<file path="src/rtl/sgmii_symbol_serializer.sv">
// SGMII TX lane: character FIFO, 8b/10b encoder with running disparity, 1 bit/clock serializer.
// Idle /I1/ or /I2/ sets fill empty boundaries. Define SGMII_SER_STATS_EN for the symbol counters.
module sgmii_symbol_serializer #(
  parameter int DEPTH     = 4,
  parameter int MSB_FIRST = 1
`ifdef SGMII_SER_STATS_EN
  ,
  parameter int CNT_WIDTH = 16
`endif
) (
  input  logic       ser_sgmii_clk,
  input  logic       reset,
  input  logic       in_valid,
  output logic       in_ready,
  input  logic       in_is_k,
  input  logic [7:0] in_data,
  output logic       sgmii_rx_p,
  output logic       sgmii_rx_n,
  output logic       sym_start,
  output logic       idle_active,
  output logic       disp_out
`ifdef SGMII_SER_STATS_EN
  ,
  output logic [CNT_WIDTH-1:0] stat_data_cnt,
  output logic [CNT_WIDTH-1:0] stat_idle_cnt
`endif
);

  localparam int AW = $clog2(DEPTH);
  localparam logic [AW:0] FULL_XOR = {1'b1, {AW{1'b0}}};

  // SEL_FIFO: no set in flight | SEL_I1: D5.6 owed | SEL_I2: D16.2 owed
  typedef enum logic [1:0] {SEL_FIFO, SEL_I1, SEL_I2} sel_e;

  logic [8:0]  mem_q [DEPTH];
  logic [AW:0] wr_ptr_q, rd_ptr_q;
  logic [3:0]  bit_cnt_q;
  logic [8:0]  shift_q;
  logic        rx_p_q, sym_start_q, idle_active_q, rd_q;
  sel_e        pend_q, pend_d;

  logic        full, empty, push, pop, boundary, idle_start;
  logic        sym_k, sym_idle;
  logic [7:0]  sym_d;
  logic [10:0] enc;
  logic [9:0]  line_sym;

  function automatic logic [10:0] enc_8b10b(input logic is_k, input logic [7:0] d,
                                           input logic rd_in);
    logic [4:0] x;
    logic [2:0] y;
    logic [5:0] c6;
    logic [3:0] c4;
    logic       k28, a7, flip6, flip4, rd_mid, rd_out;
    x   = d[4:0];
    y   = d[7:5];
    k28 = is_k && (x == 5'd28);
    // RD- forms of the 5b/6b code, abcdei with 'a' in bit 5
    case (x)
      5'd0:    c6 = 6'b100111;
      5'd1:    c6 = 6'b011101;
      5'd2:    c6 = 6'b101101;
      5'd3:    c6 = 6'b110001;
      5'd4:    c6 = 6'b110101;
      5'd5:    c6 = 6'b101001;
      5'd6:    c6 = 6'b011001;
      5'd7:    c6 = 6'b111000;
      5'd8:    c6 = 6'b111001;
      5'd9:    c6 = 6'b100101;
      5'd10:   c6 = 6'b010101;
      5'd11:   c6 = 6'b110100;
      5'd12:   c6 = 6'b001101;
      5'd13:   c6 = 6'b101100;
      5'd14:   c6 = 6'b011100;
      5'd15:   c6 = 6'b010111;
      5'd16:   c6 = 6'b011011;
      5'd17:   c6 = 6'b100011;
      5'd18:   c6 = 6'b010011;
      5'd19:   c6 = 6'b110010;
      5'd20:   c6 = 6'b001011;
      5'd21:   c6 = 6'b101010;
      5'd22:   c6 = 6'b011010;
      5'd23:   c6 = 6'b111010;
      5'd24:   c6 = 6'b110011;
      5'd25:   c6 = 6'b100110;
      5'd26:   c6 = 6'b010110;
      5'd27:   c6 = 6'b110110;
      5'd28:   c6 = 6'b001110;
      5'd29:   c6 = 6'b101110;
      5'd30:   c6 = 6'b011110;
      default: c6 = 6'b101011;
    endcase
    if (k28) c6 = 6'b001111;
    flip6 = ($countones(c6) != 3);
    if (rd_in && (flip6 || x == 5'd7)) c6 = ~c6;
    rd_mid = rd_in ^ flip6;

    a7 = (y == 3'd7) && (is_k ||
         (!rd_mid && (x == 5'd17 || x == 5'd18 || x == 5'd20)) ||
         ( rd_mid && (x == 5'd11 || x == 5'd13 || x == 5'd14)));
    case (y)
      3'd0:    c4 = 4'b1011;
      3'd1:    c4 = k28 ? 4'b0110 : 4'b1001;
      3'd2:    c4 = k28 ? 4'b1010 : 4'b0101;
      3'd3:    c4 = 4'b1100;
      3'd4:    c4 = 4'b1101;
      3'd5:    c4 = k28 ? 4'b0101 : 4'b1010;
      3'd6:    c4 = k28 ? 4'b1001 : 4'b0110;
      default: c4 = a7 ? 4'b0111 : 4'b1110;
    endcase
    flip4 = ($countones(c4) != 2);
    if (rd_mid && (flip4 || y == 3'd3 || k28)) c4 = ~c4;
    rd_out = rd_mid ^ flip4;
    return {rd_out, c6, c4};
  endfunction

  assign full     = (wr_ptr_q == (rd_ptr_q ^ FULL_XOR));
  assign empty    = (wr_ptr_q == rd_ptr_q);
  assign in_ready = ~full & ~reset;
  assign push     = in_valid & in_ready;
  assign boundary = (bit_cnt_q == 4'd9);

  always_comb begin
    sym_k    = 1'b1;
    sym_d    = 8'hBC;
    sym_idle = 1'b1;
    pop      = 1'b0;
    pend_d   = SEL_FIFO;
    case (pend_q)
      SEL_I1: begin
        sym_k = 1'b0;
        sym_d = 8'hC5;
      end
      SEL_I2: begin
        sym_k = 1'b0;
        sym_d = 8'h50;
      end
      default: begin
        if (!empty) begin
          {sym_k, sym_d} = mem_q[rd_ptr_q[AW-1:0]];
          sym_idle       = 1'b0;
          pop            = boundary;
        end else begin
          pend_d = rd_q ? SEL_I1 : SEL_I2;
        end
      end
    endcase
  end

  assign idle_start = boundary & (pend_q == SEL_FIFO) & empty;
  assign enc        = enc_8b10b(sym_k, sym_d, rd_q);

  // line_sym[0] always leaves first, so bit order is fixed here once
  always_comb begin
    line_sym = '0;
    for (int i = 0; i < 10; i++) begin
      line_sym[i] = (MSB_FIRST != 0) ? enc[9-i] : enc[i];
    end
  end

  always_ff @(posedge ser_sgmii_clk) begin
    if (push) mem_q[wr_ptr_q[AW-1:0]] <= {in_is_k, in_data};
  end

  always_ff @(posedge ser_sgmii_clk) begin
    if (reset) begin
      wr_ptr_q      <= '0;
      rd_ptr_q      <= '0;
      bit_cnt_q     <= 4'd9;
      shift_q       <= '0;
      rx_p_q        <= 1'b1;
      sym_start_q   <= 1'b0;
      idle_active_q <= 1'b0;
      rd_q          <= 1'b0;
      pend_q        <= SEL_FIFO;
    end else begin
      if (push) wr_ptr_q <= wr_ptr_q + (AW+1)'(1);
      if (pop)  rd_ptr_q <= rd_ptr_q + (AW+1)'(1);
      if (boundary) begin
        bit_cnt_q     <= 4'd0;
        {shift_q, rx_p_q} <= line_sym;
        sym_start_q   <= 1'b1;
        idle_active_q <= sym_idle;
        rd_q          <= enc[10];
        pend_q        <= pend_d;
      end else begin
        bit_cnt_q   <= bit_cnt_q + 4'd1;
        rx_p_q      <= shift_q[0];
        shift_q     <= {1'b0, shift_q[8:1]};
        sym_start_q <= 1'b0;
      end
    end
  end

`ifdef SGMII_SER_STATS_EN
  logic [CNT_WIDTH-1:0] stat_data_q, stat_idle_q;

  always_ff @(posedge ser_sgmii_clk) begin
    if (reset) begin
      stat_data_q <= '0;
      stat_idle_q <= '0;
    end else begin
      if (pop)        stat_data_q <= stat_data_q + CNT_WIDTH'(1);
      if (idle_start) stat_idle_q <= stat_idle_q + CNT_WIDTH'(1);
    end
  end

  assign stat_data_cnt = stat_data_q;
  assign stat_idle_cnt = stat_idle_q;
`endif

  assign sgmii_rx_p  = rx_p_q;
  assign sgmii_rx_n  = ~rx_p_q;
  assign sym_start   = sym_start_q;
  assign idle_active = idle_active_q;
  assign disp_out    = rd_q;

endmodule

</file>
<file path="config.mk">
export PLATFORM = sky130hd
export DESIGN_NAME = sgmii_symbol_serializer
export DESIGN_NICKNAME = d
export VERILOG_FILES = /design/src/rtl/sgmii_symbol_serializer.sv
export SDC_FILE = /design/constraint.sdc
export NUM_CORES = 1
export LEC_CHECK = 0
export ABC_AREA = 1
export CAP_MARGIN = 20
export CORE_MARGIN = 3
export CORE_UTILIZATION = 65
export DETAILED_ROUTE_END_ITERATION = 10
export PLACE_DENSITY = 0.86
export SLEW_MARGIN = 20
export SYNTH_ARGS = -nofsm -noshare
export SYNTH_HDL_FRONTEND = slang
export SYNTH_SLANG_ARGS = --single-unit
</file>
<file path="constraint.sdc">
create_clock -name ser_sgmii_clk -period 10.4 [get_ports ser_sgmii_clk]
set_clock_uncertainty 0.2 [all_clocks]
set_input_delay 2.08 -clock ser_sgmii_clk [delete_from_list [all_inputs] [get_ports ser_sgmii_clk]]
set_output_delay 2.08 -clock ser_sgmii_clk [all_outputs]
set_load 0.01 [all_outputs]
</file>
==> flow_summary.ini <==
[synth]
yosys.cell_types.count = 39
synthFlopType = edfxtp_1
postSynth.asyncResetShare_pct = 0
yosys.area.top_type = edfxtp_1
yosysWarnings = 0
postSynthAreaPerCell_sq_um = 8.39
ys_ff_latch = 63
yosysTopAreaCellShare_pct = 29.3
synth_area_leaders = edfxtp_1 29%, dfxtp_1 15%, nand2_1 12%
yosysMostFrequentCell = nand2_1
syn_nets = 477
yosysSeqAreaShare_pct = 43.9
synth_edf_count = 36
synthTopCellsByCount = 120 x nand2_1, 50 x inv_1, 44 x nand3_1, 36 x edfxtp_1, 31 x nor2_1
netlist_area_sq_mm = 0.00369
syn_inst = 440

[layout]
drive_gt1_share_pct = 13.4
finalNonFillerCells = 534
finalNetCount = 497
antennaDiodeCount = 0
final_util_pct = 76.9
syn2layout_area_growth_pct = 10.5
fillers = 371

[cts]
ctsHoldBuffers = 0
cts.sink_count = 63
clk_latency_ns = 0.35
clockBufferDepth = 2
path_clk_slew_ns = 0.07
cts_resized = 0
cts_buffers = 9
cts_root_buf = clkbuf_8
post_cts_buffers = 0
h-tree-depth = 3
cts_tree = yes

[sta]
fmax_mhz = 138
finalMaxSlewViolations = 0
setup_ws_ns = 3.17
worst_slew_pin_slew_ns = 1.09
tns_ns = 0
fin_crit_ns = 7.23
rsz0062_at_grt = no
hold_viol = 0
max-slew-margin-rel_pct = 26.8
timing.final.crit_share_pct = 69.5
setup_viol = 0

[route]
firstDrtPassIters = 6
drcViolationCount = 0
wire_per_inst_um = 15.0
ant_nets = 0
dr_total_vias = 3041
first_iter_violations = 271
drt_wl_total_mm = 8.03
via_per_inst = 5.69

[run_status]
status = finished clean

[critical_path]
slowest_delay_ns = 0.81
arrival_ns = 7.25
cp-start-kind = flop
crit_path_frequent_cell = nand2_1
cp-end-kind = flop
cpMaxStageDelayCell = dfxtp_1
critPathMaxFanout = 19
cp_data_required_time_ns = 10.42
criticalPathCategory = flop to flop

[global_routing]
track_usage_pct = 26.9
grt_max_degree = 20
grtUsageMet1_pct = 33.8
grt.busiest_layer = met2
use_met3_pct = 5.88
antenna_found_initial = 0
grt_pass1_vias = 2943
use_met2_pct = 45.1
grt_pass1_wl_mm = 13.5
grt-ovfl-total = 0

[floorplanning]
row_count = 26
dieArea_sq_mm = 0.00662
die_w_um = 81.4
coreArea_sq_mm = 0.00530
start_util_pct = 69.6
ioPinCount = 18
die_y_um = 81.4

[placement]
dpl.cell_count = 519
dp_slack_ns = 3.33
portBuffers = 17
place_hpwl_mm = 5.51
place.gp.congestion = 0.932

[worst_hold_path]
hold_path.class = flop to flop

[flow_run]
drv_cap = 0
-- worst max-delay path, delay by kind of cell, from the launching register on --
family / cells / cell delay [ns]
simple gates: 21 / 2.36
fa+ha+maj: 8 / 2.66
buf+inv: 7 / 0.62
xor+xnor: 1 / 0.18
compound gates: 2 / 0.28
flops: 1 / 0.81
-- stage by stage --
| step | instance area, sq um | hold WS [ns] |
|---|---|---|
| after floorplan | 3690 | 0.203 |
| after global placement | 3870 | 0.206 |
| after detailed placement | 3870 | 0.212 |
| after CTS | 4080 | 0.229 |
| after global routing | 4080 | 0.243 |
| final | 4080 | 0.229 |
-- sequential cells by signal, indices dropped and copies added, names as in the netlist, 2 cells and up, named ones only --
register	cells
rd_ptr_q	3
bit_cnt_q	4
mem_q	36
shift_q	9
wr_ptr_q	3
pend_q	2
-- area by class of cell --
cell class              count  area [sq um]  area share [%]
flip-flops and latches     63          1620            39.8
well taps                  70          87.6            2.15
clock buffers               9           124            3.04
clock inverters             6          86.3            2.12
multi-input cells         306          1750            42.9
repair buffers             17           170            4.17
inverters                  63           241            5.92
-- path summary, 6_finish.rpt --
path | end | slack, ns | from | cells after the start
setup / recovery | disp_out$_SDFFE_PP0P_ | 3.17 | flop | 39
hold / removal | shift_q[6]$_SDFF_PP0_ | 0.23 | shift_q[7]$_SDFF_PP0_ | 2
setup reg to reg | disp_out$_SDFFE_PP0P_ | 3.17 | flop | 39
hold reg to reg | shift_q[6]$_SDFF_PP0_ | 0.23 | shift_q[7]$_SDFF_PP0_ | 2
-- layout by cell type, fill, tap and decap left out, drive strengths merged --
cell,n
ha,21
o21a,2
nor3b,2
nand4,7
a21oi,14
clkinvlp,1
o21ai,17
clkdlybuf4s50,17
bufinv,2
dfxtp,27
o32ai,2
xnor2,2
clkinv,5
nand3,50
nor2,35
inv,61
o211ai,4
fa,4
nor3,2
edfxtp,36
xor2,3
o22ai,2
clkbuf,9
or2,5
a31oi,1
nand2,133
-- metal layers --
| metal | part of all wire, % | up-vias |
|---|---|---|
| met3 | 5.9 | 19 |
| li1 | - | 1474 |
| met1 | 42 | 1432 |
| met5 | 0 | - |
| met4 | 2.0 | 0 |
| met2 | 50 | 116 |
-- logic make-up after synthesis --
kind of cell / count (synthesis) / share of synthesized area, %
xor gates and xnor gates: 5 / 1.19
adders and majority gates: 25 / 9.29
and+or+nand+nor: 234 / 29.4
AOI/OAI and AO/OA: 42 / 7.53
DFF: 63 / 43.9
buffers and inverters: 71 / 8.71
Power is not shown: default switching activity piles up to over one toggle a cycle in this logic, so the estimate is an artifact.
